[config.mk]
export PLATFORM = sky130hd
export DESIGN_NAME = multicycle_controller
export DESIGN_NICKNAME = d
export VERILOG_FILES = /design/src/rtl/multicycle_pkg.sv /design/src/rtl/multicycle_controller_opcode_classifier.sv /design/src/rtl/multicycle_controller.sv
export SDC_FILE = /design/constraint.sdc
export NUM_CORES = 1
export LEC_CHECK = 0
export ABC_AREA = 1
export CAP_MARGIN = 20
export CORE_MARGIN = 2
export CORE_UTILIZATION = 56
export CTS_BUF_LIST = sky130_fd_sc_hd__clkbuf_4 sky130_fd_sc_hd__clkbuf_8 sky130_fd_sc_hd__clkbuf_16
export DETAILED_ROUTE_END_ITERATION = 6
export DONT_BUFFER_PORTS = 1
export PLACE_DENSITY = 0.7
export SLEW_MARGIN = 20
export SYNTH_ARGS = -nofsm -noshare
export SYNTH_HDL_FRONTEND = slang
export SYNTH_SLANG_ARGS = --single-unit
[constraint.sdc]
create_clock -name clk -period 6.4 [get_ports clk]
set_input_delay 0.32 -clock clk [delete_from_list [all_inputs] [get_ports clk]]
set_output_delay 0.32 -clock clk [all_outputs]
set_load 0.02 [all_outputs]
[src/rtl/multicycle_pkg.sv]
// Shared encodings for the LEGv8 multicycle controller: states, instruction
// classes, opcode patterns and the strobe/fault codes driven to the datapath.
package multicycle_pkg;

    typedef enum logic [2:0] {
        S_FETCH  = 3'd0,
        S_DECODE = 3'd1,
        S_EXEC   = 3'd2,
        S_MEM    = 3'd3,
        S_WB     = 3'd4,
        S_HALT   = 3'd5
    } state_t;

    typedef enum logic [2:0] {
        CL_NONE = 3'd0,
        CL_R    = 3'd1,
        CL_LD   = 3'd2,
        CL_ST   = 3'd3,
        CL_CBZ  = 3'd4,
        CL_B    = 3'd5
    } class_t;

    localparam logic [10:0] OP_LDUR = 11'b11111000010;
    localparam logic [10:0] OP_STUR = 11'b11111000000;
    localparam logic [10:0] OP_ADD  = 11'b10001011000;
    localparam logic [10:0] OP_SUB  = 11'b11001011000;
    localparam logic [10:0] OP_AND  = 11'b10001010000;
    localparam logic [10:0] OP_ORR  = 11'b10101010000;
    localparam logic [7:0]  OP_CBZ_PFX = 8'b10110100;
    localparam logic [5:0]  OP_B_PFX   = 6'b000101;

    localparam logic [1:0] ALU_ADD   = 2'b00;
    localparam logic [1:0] ALU_PASS  = 2'b01;
    localparam logic [1:0] ALU_RTYPE = 2'b10;

    localparam logic [1:0] PC_PLUS4 = 2'd0;
    localparam logic [1:0] PC_CBZ   = 2'd1;
    localparam logic [1:0] PC_B     = 2'd2;

    localparam logic [1:0] FAULT_NONE    = 2'd0;
    localparam logic [1:0] FAULT_ILLEGAL = 2'd1;
    localparam logic [1:0] FAULT_TIMEOUT = 2'd2;

endpackage

[src/rtl/multicycle_controller_opcode_classifier.sv]
// Combinational decode of the 11-bit LEGv8 opcode field into an instruction
// class; anything not recognised is flagged illegal.
module opcode_classifier
    import multicycle_pkg::*;
(
    input  logic [10:0] opcode,
    output class_t      cls,
    output logic        illegal
);

    always_comb begin
        cls = CL_NONE;
        if (opcode == OP_LDUR)
            cls = CL_LD;
        else if (opcode == OP_STUR)
            cls = CL_ST;
        else if (opcode == OP_ADD || opcode == OP_SUB ||
                 opcode == OP_AND || opcode == OP_ORR)
            cls = CL_R;
        else if (opcode[10:3] == OP_CBZ_PFX)
            cls = CL_CBZ;
        else if (opcode[10:5] == OP_B_PFX)
            cls = CL_B;
        illegal = (cls == CL_NONE);
    end

endmodule

[src/rtl/multicycle_controller.sv]
// Multicycle sequencer for the LEGv8 datapath: FETCH/DECODE/EXEC/MEM/WB with
// memory-ready stalls, a memory-wait watchdog, illegal-opcode trap and retire count.
module multicycle_controller
    import multicycle_pkg::*;
#(
    parameter int MEM_TIMEOUT = 15,
    parameter int CNT_W       = 32
) (
    input  logic              clk,
    input  logic              reset,
    input  logic [10:0]       opcode,
    input  logic              zero,
    input  logic              mem_ready,
    output logic              imem_req,
    output logic              ir_write,
    output logic              pc_write,
    output logic [1:0]        pc_src,
    output logic              reg_to_loc,
    output logic              alu_src,
    output logic [1:0]        alu_op,
    output logic              mem_read,
    output logic              mem_write,
    output logic              mem_to_reg,
    output logic              reg_write,
    output logic              halted,
    output logic [1:0]        fault,
    output logic [CNT_W-1:0]  retired
);

    localparam int WAIT_W = $clog2(MEM_TIMEOUT + 1);

    state_t            state, state_nxt;
    class_t            cls_q, cls_dec;
    logic              illegal;
    logic [WAIT_W-1:0] wait_cnt;
    logic [1:0]        fault_q, fault_nxt;
    logic [CNT_W-1:0]  retired_q;
    logic              timed_out;
    logic              retire;

    opcode_classifier u_classifier (
        .opcode (opcode),
        .cls    (cls_dec),
        .illegal(illegal)
    );

    // A ready arriving on the last allowed wait cycle still wins over the watchdog.
    assign timed_out = !mem_ready && (wait_cnt == WAIT_W'(MEM_TIMEOUT));

    assign retire = (state == S_DECODE && cls_dec == CL_B)
                 || (state == S_EXEC   && cls_q == CL_CBZ)
                 || (state == S_MEM    && cls_q == CL_ST && mem_ready)
                 || (state == S_WB);

    always_ff @(posedge clk) begin
        if (reset) begin
            state     <= S_FETCH;
            cls_q     <= CL_NONE;
            wait_cnt  <= '0;
            retired_q <= '0;
            fault_q   <= FAULT_NONE;
        end else begin
            state     <= state_nxt;
            fault_q   <= fault_nxt;
            retired_q <= retired_q + CNT_W'(retire);
            if (state == S_DECODE)
                cls_q <= cls_dec;
            if ((state == S_FETCH || state == S_MEM) && state_nxt == state)
                wait_cnt <= wait_cnt + WAIT_W'(1);
            else
                wait_cnt <= '0;
        end
    end

    always_comb begin
        state_nxt = state;
        fault_nxt = fault_q;
        case (state)
            S_FETCH: begin
                if (mem_ready)
                    state_nxt = S_DECODE;
                else if (timed_out) begin
                    state_nxt = S_HALT;
                    fault_nxt = FAULT_TIMEOUT;
                end
            end
            S_DECODE: begin
                if (illegal) begin
                    state_nxt = S_HALT;
                    fault_nxt = FAULT_ILLEGAL;
                end else if (cls_dec == CL_B)
                    state_nxt = S_FETCH;
                else
                    state_nxt = S_EXEC;
            end
            S_EXEC: begin
                case (cls_q)
                    CL_R:         state_nxt = S_WB;
                    CL_LD, CL_ST: state_nxt = S_MEM;
                    default:      state_nxt = S_FETCH;
                endcase
            end
            S_MEM: begin
                if (mem_ready)
                    state_nxt = (cls_q == CL_LD) ? S_WB : S_FETCH;
                else if (timed_out) begin
                    state_nxt = S_HALT;
                    fault_nxt = FAULT_TIMEOUT;
                end
            end
            S_WB:    state_nxt = S_FETCH;
            S_HALT:  state_nxt = S_HALT;
            default: state_nxt = S_FETCH;
        endcase
    end

    always_comb begin
        imem_req   = 1'b0;
        ir_write   = 1'b0;
        pc_write   = 1'b0;
        pc_src     = PC_PLUS4;
        reg_to_loc = 1'b0;
        alu_src    = 1'b0;
        alu_op     = ALU_ADD;
        mem_read   = 1'b0;
        mem_write  = 1'b0;
        mem_to_reg = 1'b0;
        reg_write  = 1'b0;
        halted     = 1'b0;
        fault      = FAULT_NONE;
        if (!reset) begin
            fault = fault_q;
            case (state)
                S_FETCH: begin
                    imem_req = 1'b1;
                    ir_write = mem_ready;
                    pc_write = mem_ready;
                end
                S_DECODE: begin
                    reg_to_loc = (cls_dec == CL_ST || cls_dec == CL_CBZ);
                    if (cls_dec == CL_B) begin
                        pc_write = 1'b1;
                        pc_src   = PC_B;
                    end
                end
                S_EXEC: begin
                    reg_to_loc = (cls_q == CL_ST || cls_q == CL_CBZ);
                    case (cls_q)
                        CL_R:    alu_op = ALU_RTYPE;
                        CL_LD, CL_ST: begin
                            alu_op  = ALU_ADD;
                            alu_src = 1'b1;
                        end
                        CL_CBZ: begin
                            alu_op   = ALU_PASS;
                            pc_write = zero;
                            pc_src   = PC_CBZ;
                        end
                        default: ;
                    endcase
                end
                S_MEM: begin
                    reg_to_loc = (cls_q == CL_ST);
                    mem_read   = (cls_q == CL_LD);
                    mem_write  = (cls_q == CL_ST);
                end
                S_WB: begin
                    reg_write  = 1'b1;
                    mem_to_reg = (cls_q == CL_LD);
                end
                S_HALT:  halted = 1'b1;
                default: ;
            endcase
        end
    end

    assign retired = retired_q;

endmodule

======== After elaboration in Yosys (flattened, before gate mapping) ========
Index checks and enable logic that the tools add are counted.
storage, ports and cells
  input bits .............................. 15
  output and inout port bits .............. 48
  register bits after elaboration ......... 44
operators by class
  add/sub/neg operators ................... 2
  mux-type cells .......................... 48
  equal/unequal tests ..................... 25
  reductions and logical operators ........ 23
  bitwise logic cells ..................... 1
operator list
  cell                  count
  $eq 11x11->1 const B  6
  $add 32x1->32         1
  $mux 3                10
  $mux 1                22
  $mux 2                9
  $eq 3x2->1 const B    5
  $eq 3x3->1 const B    5
  $pmux 3 s5            1
  $pmux 2 s2            3
  $logic_or 1x1->1      9
  $eq 8x8->1 const B    1
  $eq 3x1->1 const B    2
  $eq 6x3->1 const B    1
  $logic_and 1x1->1     6
  $logic_not 3->1       2
  $pmux 1 s3            2
  $pmux 3 s2            1
  $reduce_or 2->1       3
  $add 4x1->4 const B   1
  $eq 4x4->1 const B    1
  $ne 2x2->1 const B    2
  $reduce_and 4->1      1
  $eq 3x3->1            1
  $ne 2x1->1 const B    1
  other kinds (3)       3

======== Depth between registers and ports, before layout ========
  word-level depth ........................ 15
  gate-level depth with buffers ........... 18

======== Cells and area by module ========
A second synthesis with hierarchy kept.
second synthesis, totals
  cell total of the unflattened synthesis .. 431
  area, all modules ....................... 2718.9 sq um
modules (own cells, without submodules)
  module                 times used  cells an instance  area an instance (sq um)
  multicycle_controller  1           391                2539.9
  opcode_classifier      1           40                 178.9

======== Least setup slack after synthesis ========
No wires, ideal clock.
  path type ............................... reg2reg
  from .................................... register state[1]
  to ...................................... register retired_q[20], in the netlist retired[20]
  path buffers ............................ 0
  library setup time ...................... 119 ps
  stages on the path, launching flop included .. 19
  arrival ................................. 2343 ps
  period minus slack after synthesis ...... 2462 ps
  data required time ...................... 6281 ps
  setup slack ............................. 3938 ps
  path through ............................ dfxtp_1 inv_1 nand2_1 nor2_2 inv_1 nor2_1 inv_1 o2111ai_1 ha_1 ha_1 nand3_2 nor3_2 nand2_2 nor2_4 nand2_4 nor2_8 nand3_1 o21ai_1 a21oi_1
between the ends
  cells in the longest elaborated chain, start to end .. 6
  elaborated cells on any way between the ends .. 12
  classes of those cells .................. add/sub (1); eq/ne (4); reduce/logical (7)
RTL lines
  what                                                          RTL line                                                                               RTL
  start, declared                                               multicycle_controller.sv:32                                                            state_t state, state_nxt;
  start signal, assigned                                        multicycle_controller.sv:63                                                            state <= state_nxt;
  $eq 3x1->1 (tied with other cells)                            multicycle_controller.sv:50                                                            assign retire = (state == S_DECODE && cls_dec == CL_B)
  $logic_and 1x1->1, on equally long branches                   multicycle_controller.sv:50, multicycle_controller.sv:51, multicycle_controller.sv:52
  $logic_or 1x1->1 / $logic_and 1x1->1 (equally long branches)  multicycle_controller.sv:51, multicycle_controller.sv:52
  $logic_or 1x1->1                                              multicycle_controller.sv:52                                                            || (state == S_MEM && cls_q == CL_ST && mem_ready)
  $logic_or 1x1->1 *                                            multicycle_controller.sv:53                                                            || (state == S_WB);
  $add 32x1->32 *                                               multicycle_controller.sv:65                                                            retired_q <= retired_q + CNT_W'(retire);
  end signal, assigned                                          multicycle_controller.sv:65
  end, declared                                                 multicycle_controller.sv:37                                                            logic [CNT_W-1:0] retired_q;
Mark *: on every way between the ends. The rest lies on a longest branch, timed or not.
A chain may end at the register's enable or synchronous reset.

======== Worst setup path after layout ========
  from .................................... register state[0]
  to ...................................... register retired_q[20], in the netlist retired[20]
The elaborated chain is that of the path after synthesis.

==> run summary <==
worst slew pin tran - 0.621 ns
Rows - 24
synthesized area - 2580 sq um
crit-path max FO - 7
final setup violation count - 0
fin crit share - 0.442
port buffer count - 0
Num CTS Buffers - 5
non-filler cells, final - 438
Fin Setup TNS - 0 ns
Starting Density - 0.588
final core utilization - 0.619
mean post-synth cell area - 6.69 sq um
cell area after layout - 2720 sq um
synth top area cells - dfxtp_1, nand2_1, inv_1
P&R area growth vs syn - 5.39%
#FFs+latches synth - 44
largest net degree at the start of global routing - 43
WP data arrival - 3.01 ns
fmax - 354 MHz
CTS tree - done
first-pass GRT wire length - 10300 um
leakage - 1.04 nW
worst hold path stage count - 1
Vias - 2493
most common cell after layout, fill and taps aside - nand2_1
ys flop type - dfxtp_1
clk buf depth - 2
RSZ-0062 raised after global routing - false
final hold slack - 0.0967 ns
worst r2r src - state[0]
Placed Area - 2620 sq um
area share of the largest cell type after synthesis - 0.342
global placer's final weighted congestion - 0.881
CTS clk-pin slew, worst paths - 0.08 ns
post-synth cell types - 34
critical path required time - 6.58 ns
Hold-fix buffers, CTS - 0
Seq/Total Area, Yosys - 0.342
CTS sink cnt - 44
Max transition margin - 0.583
final worst slack - 3.57 ns
CORE AREA - 4380 sq um
placed insts - 431
Die X - 71.8 um
DIE HEIGHT - 71.8 um
maximum VDD drop - 166 uV
routed len/inst - 13.4 um
final wirelength - 5880 um
DRT Pass-1 Iters - 4
cell taking the most area after synthesis - dfxtp_1
antenna violations before repair - 0
global-route met2 utilization - 0.423
Fillers - 434
HPWL Detailed - 4670 um
GRT Total Usage - 0.248
most frequent cells in the layout - nand2_1, inv_1, nor2_1, dfxtp_1, a21oi_1
I/O pins - 63
PwrDens - 241 nW/um^2
yosys warns - 0
Place WS - 3.58 ns
vias in the first global route - 2331
ANT nets after route - 0
layout cells sized above 1 - 0.0829
Power Total - 654 uW
DRC violations left - 0
clock latency on the worst-skew pair - 0.29 ns
crit path kind - register to register
Die Footprint - 5160 sq um
CP Capture Type - register
R2R depth - 17
DR vias/cell - 5.69
Starting DRT DRC Count - 180
syn_nets - 404
fin crit period - 2.83 ns
Syn Inst Count - 385
crit path to - retired[20]
grt met1 use - 0.304
postcts setup bufs - 0
worst min path class - input port to register
max-cap check violation count - 0
Post-synth EDFFs - 0
met3 usage - 0.0577
r2r setup slk - 3.57 ns
global route hottest layer - met2
Post-synth ARST share - 0
Final #Nets - 405
Final Skew - 0.00386 ns
# diodes - 0
total grt overflow - 0
htree depth - 2
status - finished, final reports clean
max-slew violations - 0
RR Endpoint - retired[20]
kind of start point of the critical path - register
Critical path origin - state[0]
count of final hold-check violations - 0
CTS Root Cell - clkbuf_8
post-CTS resize count - 0
## worst max-delay path: stages (launching register included)
cell and delay (ns):
dfxtp_1 0.42, nand2_1 0.11, nor2_2 0.23, inv_1 0.12, nor2_1 0.12, inv_1 0.08, o2111ai_1 0.12, ha_1 0.21
ha_1 0.19, nand3_2 0.12, nor3_2 0.24, nand2_2 0.13, nor2_4 0.13, nand2_4 0.09, nor2_8 0.12, nand3_1 0.11
o21ai_1 0.13, a21oi_1 0.05
## cells in the mapped netlist, types with 2 or more instances
| cell type | number |
|---|---|
| inv_1 | 57 |
| nand3_1 | 20 |
| nor4_1 | 7 |
| nor3b_1 | 3 |
| nor2_1 | 56 |
| nand3_2 | 3 |
| nor2_2 | 3 |
| xnor2_1 | 2 |
| nor3_4 | 2 |
| nor3_2 | 2 |
| xor2_1 | 5 |
| inv_2 | 3 |
| clkbuf_1 | 6 |
| o211ai_1 | 4 |
| nand4_1 | 13 |
| or2_0 | 4 |
| o21ai_1 | 2 |
| a31oi_1 | 4 |
| or2_2 | 4 |
| o21ai_0 | 13 |
| a21oi_1 | 27 |
| ha_1 | 4 |
| nor3_1 | 22 |
| nand2_2 | 2 |
| dfxtp_1 | 44 |
| nand2_1 | 65 |
## layout make-up
type                       instances  area, sq um  share of cell area
multi-input combinational        275         1450               0.533
tap                               52         65.1              0.0240
clock buffer                       7         96.3              0.0355
sequential                        44          881               0.324
inverter                          60          225              0.0829
## per-layer routing
layer,part of all wire,vias to the layer above
met5,0,-
met4,0.024,0
met3,0.060,12
met2,0.48,90
met1,0.44,1128
li1,-,1263
## flip-flops by register name, indices dropped and copies added (netlist names)
register and count:
retired 32, state 3, wait_cnt 4, fault_q 2, cls_q 3
## report_power, final
part	total (mW)	leakage (nW)	internal, mW	switching [mW]
clock	0.187	0.0503	0.0962	0.0912
combinational	0.149	0.637	0.0444	0.104
sequential	0.318	0.355	0.294	0.0244
## how the worst min path moves through the flow
stage                        to        start  slack [ns]
floorplan           wait_cnt[0]  wait_cnt[0]        0.43
global placement       state[1]        reset        0.39
detailed placement     cls_q[2]        reset        0.39
CTS                    cls_q[2]        reset        0.08
global route        retired[22]        reset        0.07
finish                 cls_q[2]        reset         0.1
## kinds of logic after synthesis
logic type / count (synthesis) / share of synthesized area
AND/OR/NAND/NOR: 213 / 0.412
AO/OA/AOI/OAI: 51 / 0.106
buffers and inverters: 66 / 0.0962
flip-flops: 44 / 0.342
adder cells (fa/ha/maj): 4 / 0.0194
XOR/XNOR: 7 / 0.0238
Note: power is estimated with default switching activity, not from simulation.
